File: config.mk
export PLATFORM = sky130hd
export DESIGN_NAME = jt053246_draw
export DESIGN_NICKNAME = d
export VERILOG_FILES = /design/src/rtl/jt053246_draw.sv
export SDC_FILE = /design/constraint.sdc
export NUM_CORES = 1
export LEC_CHECK = 0
export BUFFER_PORTS_ARGS = -buffer_cell sky130_fd_sc_hd__buf_4
export CORE_AREA = 2 2 142 117
export CTS_CLUSTER_DIAMETER = 80
export DETAILED_ROUTE_END_ITERATION = 8
export DIE_AREA = 0 0 144 119
export PLACE_DENSITY = 0.75
export SYNTH_ARGS = -nofsm -noshare
export SYNTH_HDL_FRONTEND = slang
export SYNTH_SLANG_ARGS = --single-unit
File: constraint.sdc
create_clock -name clk -period 5.55 [get_ports clk]
set_clock_uncertainty 0.15 [all_clocks]
set_input_delay 1.11 -clock clk [delete_from_list [all_inputs] [get_ports clk]]
set_output_delay 1.11 -clock clk [all_outputs]
set_load 0.01 [all_outputs]
File: src/rtl/jt053246_draw.sv
// Sprite tile drawer: fetches one 16-pixel tile row from ROM (two 32-bit
// words), then writes zoomed pixels into the line buffer.
// Ports:
//   clk, rst          clock, async active-high reset
//   dr_start/dr_busy  draw request / drawer occupied
//   code, attr, hflip, vflip, hpos, ysub, hzoom, hz_keep   tile parameters
//   rom_addr/rom_cs/rom_data/rom_ok   tile ROM word interface
//   buf_addr/buf_din/buf_we           line buffer write port
module jt053246_draw (
    input  logic        clk,
    input  logic        rst,
    input  logic        dr_start,
    output logic        dr_busy,
    input  logic [15:0] code,
    input  logic [9:0]  attr,
    input  logic        hflip,
    input  logic        vflip,
    input  logic [8:0]  hpos,
    input  logic [3:0]  ysub,
    input  logic [9:0]  hzoom,
    input  logic        hz_keep,
    output logic [20:0] rom_addr,
    output logic        rom_cs,
    input  logic [31:0] rom_data,
    input  logic        rom_ok,
    output logic [8:0]  buf_addr,
    output logic [13:0] buf_din,
    output logic        buf_we
);

    typedef enum logic [1:0] {
        IDLE,
        FETCH0,
        FETCH1,
        DRAW
    } state_t;

    state_t      st, st_nx;

    logic [15:0] code_l;
    logic [9:0]  attr_l;
    logic        hflip_l;
    logic [3:0]  vrow_l;
    logic [8:0]  hpos_l;
    logic [9:0]  step_l;
    logic        keep_l;
    logic [31:0] d0, d1;
    logic        gap;
    logic [15:0] acc;
    logic [15:0] acc_nx;
    logic [8:0]  x;
    logic [8:0]  cnt;
    logic        h;
    logic [63:0] row;
    logic [3:0]  slot;
    logic [5:0]  base;
    logic [3:0]  pix;
    logic        draw_go;

    // With hflip the first fetch holds the right half of the tile, so the
    // halves are swapped back and the slot index mirrored.
    assign acc_nx = acc + {6'd0, step_l};
    assign row    = hflip_l ? {d1, d0} : {d0, d1};
    assign slot   = hflip_l ? ~acc[9:6] : acc[9:6];
    assign base   = 6'd63 - {slot, 2'b00};
    assign pix    = row[base -: 4];

    assign rom_addr = {code_l, vrow_l, h};
    assign buf_addr = x;
    assign buf_din  = {attr_l, pix};

    // Second fetch completes only after the one-cycle chip-select gap
    assign draw_go = (st == FETCH1) && rom_ok && !gap;

    always_ff @(posedge clk or posedge rst) begin
        if (rst) st <= IDLE;
        else     st <= st_nx;
    end

    always_comb begin
        st_nx   = st;
        rom_cs  = 1'b0;
        h       = 1'b0;
        buf_we  = 1'b0;
        dr_busy = (st != IDLE);
        unique case (st)
            IDLE: begin
                if (dr_start) st_nx = FETCH0;
            end
            FETCH0: begin
                rom_cs = 1'b1;
                h      = hflip_l;
                if (rom_ok) st_nx = FETCH1;
            end
            FETCH1: begin
                rom_cs = !gap;
                h      = ~hflip_l;
                if (rom_ok && !gap) st_nx = DRAW;
            end
            DRAW: begin
                buf_we = (pix != 4'd0);
                // Leave on the last pixel cycle so no idle DRAW cycle follows
                if (acc_nx >= 16'd1024 || cnt == 9'd510) st_nx = IDLE;
            end
        endcase
    end

    always_ff @(posedge clk or posedge rst) begin
        if (rst) begin
            code_l  <= 16'd0;
            attr_l  <= 10'd0;
            hflip_l <= 1'b0;
            vrow_l  <= 4'd0;
            hpos_l  <= 9'd0;
            step_l  <= 10'd0;
            keep_l  <= 1'b0;
            d0      <= 32'd0;
            d1      <= 32'd0;
            gap     <= 1'b0;
            acc     <= 16'd0;
            x       <= 9'd0;
            cnt     <= 9'd0;
        end else begin
            gap <= (st == FETCH0) && rom_ok;
            if (st == IDLE && dr_start) begin
                code_l  <= code;
                attr_l  <= attr;
                hflip_l <= hflip;
                vrow_l  <= ysub ^ {4{vflip}};
                hpos_l  <= hpos;
                step_l  <= (hzoom == 10'd0) ? 10'd1 : hzoom;
                keep_l  <= hz_keep;
            end
            if (st == FETCH0 && rom_ok) d0 <= rom_data;
            if (draw_go) begin
                d1  <= rom_data;
                cnt <= 9'd0;
                // Continuing tiles keep the sub-pixel fraction and position
                acc <= keep_l ? {6'd0, acc[9:0]} : 16'd0;
                x   <= keep_l ? x : hpos_l;
            end
            if (st == DRAW) begin
                acc <= acc_nx;
                x   <= x + 9'd1;
                cnt <= cnt + 9'd1;
            end
        end
    end

endmodule
==> impl_metrics.py <==
metrics = {
    "synthesis": {
        "synth_area_sq_mm": 0.00786,
        "async_flop_share": 1.00,
        "synth_flop_cell": "dfrtp_1",
        "yosys_warnings": 0,
        "synth_area_leader_cell": "dfrtp_1",
        "netlist_instances": 705,
        "yosys-top-cells-area": "dfrtp_1 (48%), mux2_2 (16%), o21ai_0 (4.1%)",
        "synth_edf_count": 0,
        "avgSynthCellArea_sq_um": 11.2,
        "synth_seq_area_share": 0.484,
        "synth_nets": 812,
        "ys_types": 55,
        "yosysTopAreaCellShare": 0.484,
        "ys_seq_elements": 152,
    },
    "cts": {
        "postCtsSetupRepairBufs": 0,
        "cts_max_level": 4,
        "cts_hold_buf": 0,
        "cts-root-buf": "clkbuf_16",
        "cts_buffers": 17,
        "cts_max_path_buffers": 2,
        "clkLatencyLatePin_ps": 420,
        "cts.sinks": 152,
        "clk_pin_slew_ps": 60,
        "cts_tree": "done",
        "cts_resized": 0,
    },
    "timing": {
        "setup_violations": 0,
        "min_period_ps": 4610,
        "hold_viol": 0,
        "rsz0062_at_grt": "false",
        "tightest_slew_ps": 1010,
        "finalMaxSlewViolations": 0,
        "fin_tns_setup_ps": 0,
        "slew_headroom": 0.321,
        "period_share": 0.830,
        "setup_ws_ps": 942,
        "hold_slack_ps": 330,
        "fmax_mhz": 217,
    },
    "routing": {
        "drt-total-wl_mm": 17.9,
        "drt_iter0_markers": 587,
        "wire_per_inst_um": 17.0,
        "drc": 0,
        "ant_nets": 0,
        "via_count": 5980,
        "drt-pass1-iter-count": 5,
        "via_per_inst": 5.68,
    },
    "layout": {
        "final_layout_size_suffix_gt1_frac": 0.364,
        "nets": 927,
        "fin_area_sq_mm": 0.00962,
        "multi_input_area_sq_mm": 0.00379,
        "diodes": 0,
        "area_delta_synth_final_pct": 22.4,
        "n_fill_cell": 1327,
        "final-seq-area_sq_mm": 0.00380,
    },
    "floorplan": {
        "ios": 135,
        "coreArea_sq_mm": 0.0159,
        "dieHeight_um": 119,
        "start_util": 0.494,
        "dieArea_sq_mm": 0.0171,
        "die_w_um": 144,
        "core.rowCount": 42,
    },
    "power_and_ir_drop": {
        "powerDensity_mw_per_mm2": 640,
        "ir_worst_vdd_mv": 0.335,
        "p_leak_uw": 0.00424,
    },
    "global_route": {
        "grt_pass1_wl_mm": 29.7,
        "grt_antenna_before_repair": 0,
        "grt_overflow": 0,
        "grt_usage": 0.219,
        "grt_max_degree": 111,
        "grt_pass1_vias": 5822,
    },
    "worst_setup_path": {
        "critical_path_peak_fanout": 28,
        "regToRegSetupSlack_ps": 2530,
        "startpoint_type": "flip-flop",
        "arrival_ps": 3350,
        "cp-end-kind": "primary output",
        "worstPathRequired_ps": 4290,
        "critPathKind": "reg -> out",
    },
    "placed_design": {
        "placed_cell_area_sq_mm": 0.00898,
        "portBuffers": 134,
        "routabilityCongestion": 0.887,
        "place_ws_ps": 1480,
        "dp_hpwl_mm": 12.5,
    },
    "job": {
        "cap_violations": 0,
    },
    "min_path": {
        "hp-class": "reg -> reg",
    },
    "outcome": {
        "status": "finished, final reports clean",
    },
}
[flip-flops by register name, indices dropped and copies added, names as in the netlist]
name      count
st            2
vrow_l        4
gap           1
cnt           9
acc          16
attr_l       10
buf_addr      9
d0           32
code_l       16
hflip_l       1
d1           32
step_l       10
hpos_l        9
keep_l        1
[synth_stat cells (3+ instances only)]
library cell  number
a211oi_1          18
a21o_1             4
a21oi_1           27
a22o_1             3
a31oi_1            6
and3_1             9
buf_1             10
buf_2             11
buf_6              5
clkbuf_1          17
dfrtp_1          152
ha_1              18
inv_1             11
mux2_2           111
mux2i_1           21
nand2_1           42
nand2b_1           5
nand3_1           10
nand4_1            3
nor2_1            28
nor2b_1           18
nor3_1            11
o211ai_1           6
o21ai_0           65
o21ai_1            3
o221a_2            3
o221ai_1          16
o22ai_1           17
o31ai_1            3
or3_1              4
xnor2_1           12
xor2_1             6
[per-layer routing]
metal	vias to the layer above	routed length (um)	track usage
met5	-	0	0
met3	21	1280	0.0583
li1	2832	-	-
met2	189	7680	0.304
met1	2938	8750	0.340
met4	0	227	0.0576
[final timing paths]
kind	startpoint	end	depth (start not counted)
worst min-delay path	vrow_l[3]$_DFFE_PP0P_	vrow_l[3]$_DFFE_PP0P_	2
worst max-delay path	hflip_l$_DFFE_PP0P_	buf_we	8
worst min register to register	vrow_l[3]$_DFFE_PP0P_	vrow_l[3]$_DFFE_PP0P_	2
min in group asynchronous	rst	d0[8]$_DFFE_PP0P_	2
max in group asynchronous	rst	cnt[5]$_DFFE_PP0P_	3
worst max register to register	acc[6]$_DFFE_PP0P_	st[1]$_DFFE_PP0P_	8
[logic make-up (layout without fill, tap and decap cells)]
group                      count (synthesis)  count (layout)  share of synthesized area
AOI/OAI and AO/OA                        188             188                      0.157
xor gates and xnor gates                  18              18                     0.0201
adders and majority gates                 19              19                     0.0312
buffers and inverters                     56             184                     0.0342
DFF                                      152             152                      0.484
muxes                                    133             133                      0.188
and+or+nand+nor                          139             139                     0.0863
[stage by stage]
stage               cells  total power, uW  utilization
finish               1053             6160        0.604
global route         1053             6570        0.604
CTS                  1053             6170        0.604
detailed placement   1021             4870        0.564
global placement     1021             4810        0.564
floorplan             705             4040            -
[power breakdown]
group | leakage, uW | switching [uW] | internal [uW]
clock network | 0.000312 | 472 | 784
registers | 0.00183 | 519 | 1640
logic | 0.00209 | 1350 | 1390
total | 0.00424 | 2340 | 3810
[critical path, stage by stage, from the launching register on]
cell	delay [ps]
dfrtp_1	740
nand2b_1	670
o221ai_1	400
o21ai_0	150
o21ai_0	100
and3_1	170
a31oi_1	60
o41a_1	470
buf_4	160
[cells in the final DEF, fill, tap and decap left out, types with 4 or more instances in the layout]
master,instances
nand3_1,10
dfrtp_1,151
buf_4,141
xnor2_1,12
o21ai_0,65
or3_1,4
inv_6,6
o211ai_1,6
nor2b_1,18
nor2_1,28
inv_1,10
mux2i_1,21
ha_1,18
a21o_1,4
nand2_1,40
clkbuf_16,17
and3_1,9
a31oi_1,6
nor3_1,11
o22ai_1,17
nand2b_1,5
a211oi_1,18
xor2_1,6
mux2_2,111
o221ai_1,16
a21oi_1,27
bufinv_16,4
[layout make-up]
cell class                      instances  share of cell area
Sequential cell                       152               0.396
Multi-Input combinational cell        497               0.394
Timing Repair Buffer                  141               0.110
Clock buffer                           20              0.0475
Tap cell                              220              0.0286
Clock inverter                         12              0.0192
Inverter                               11             0.00481
No activity file was read; power rests on OpenSTA's default activity.
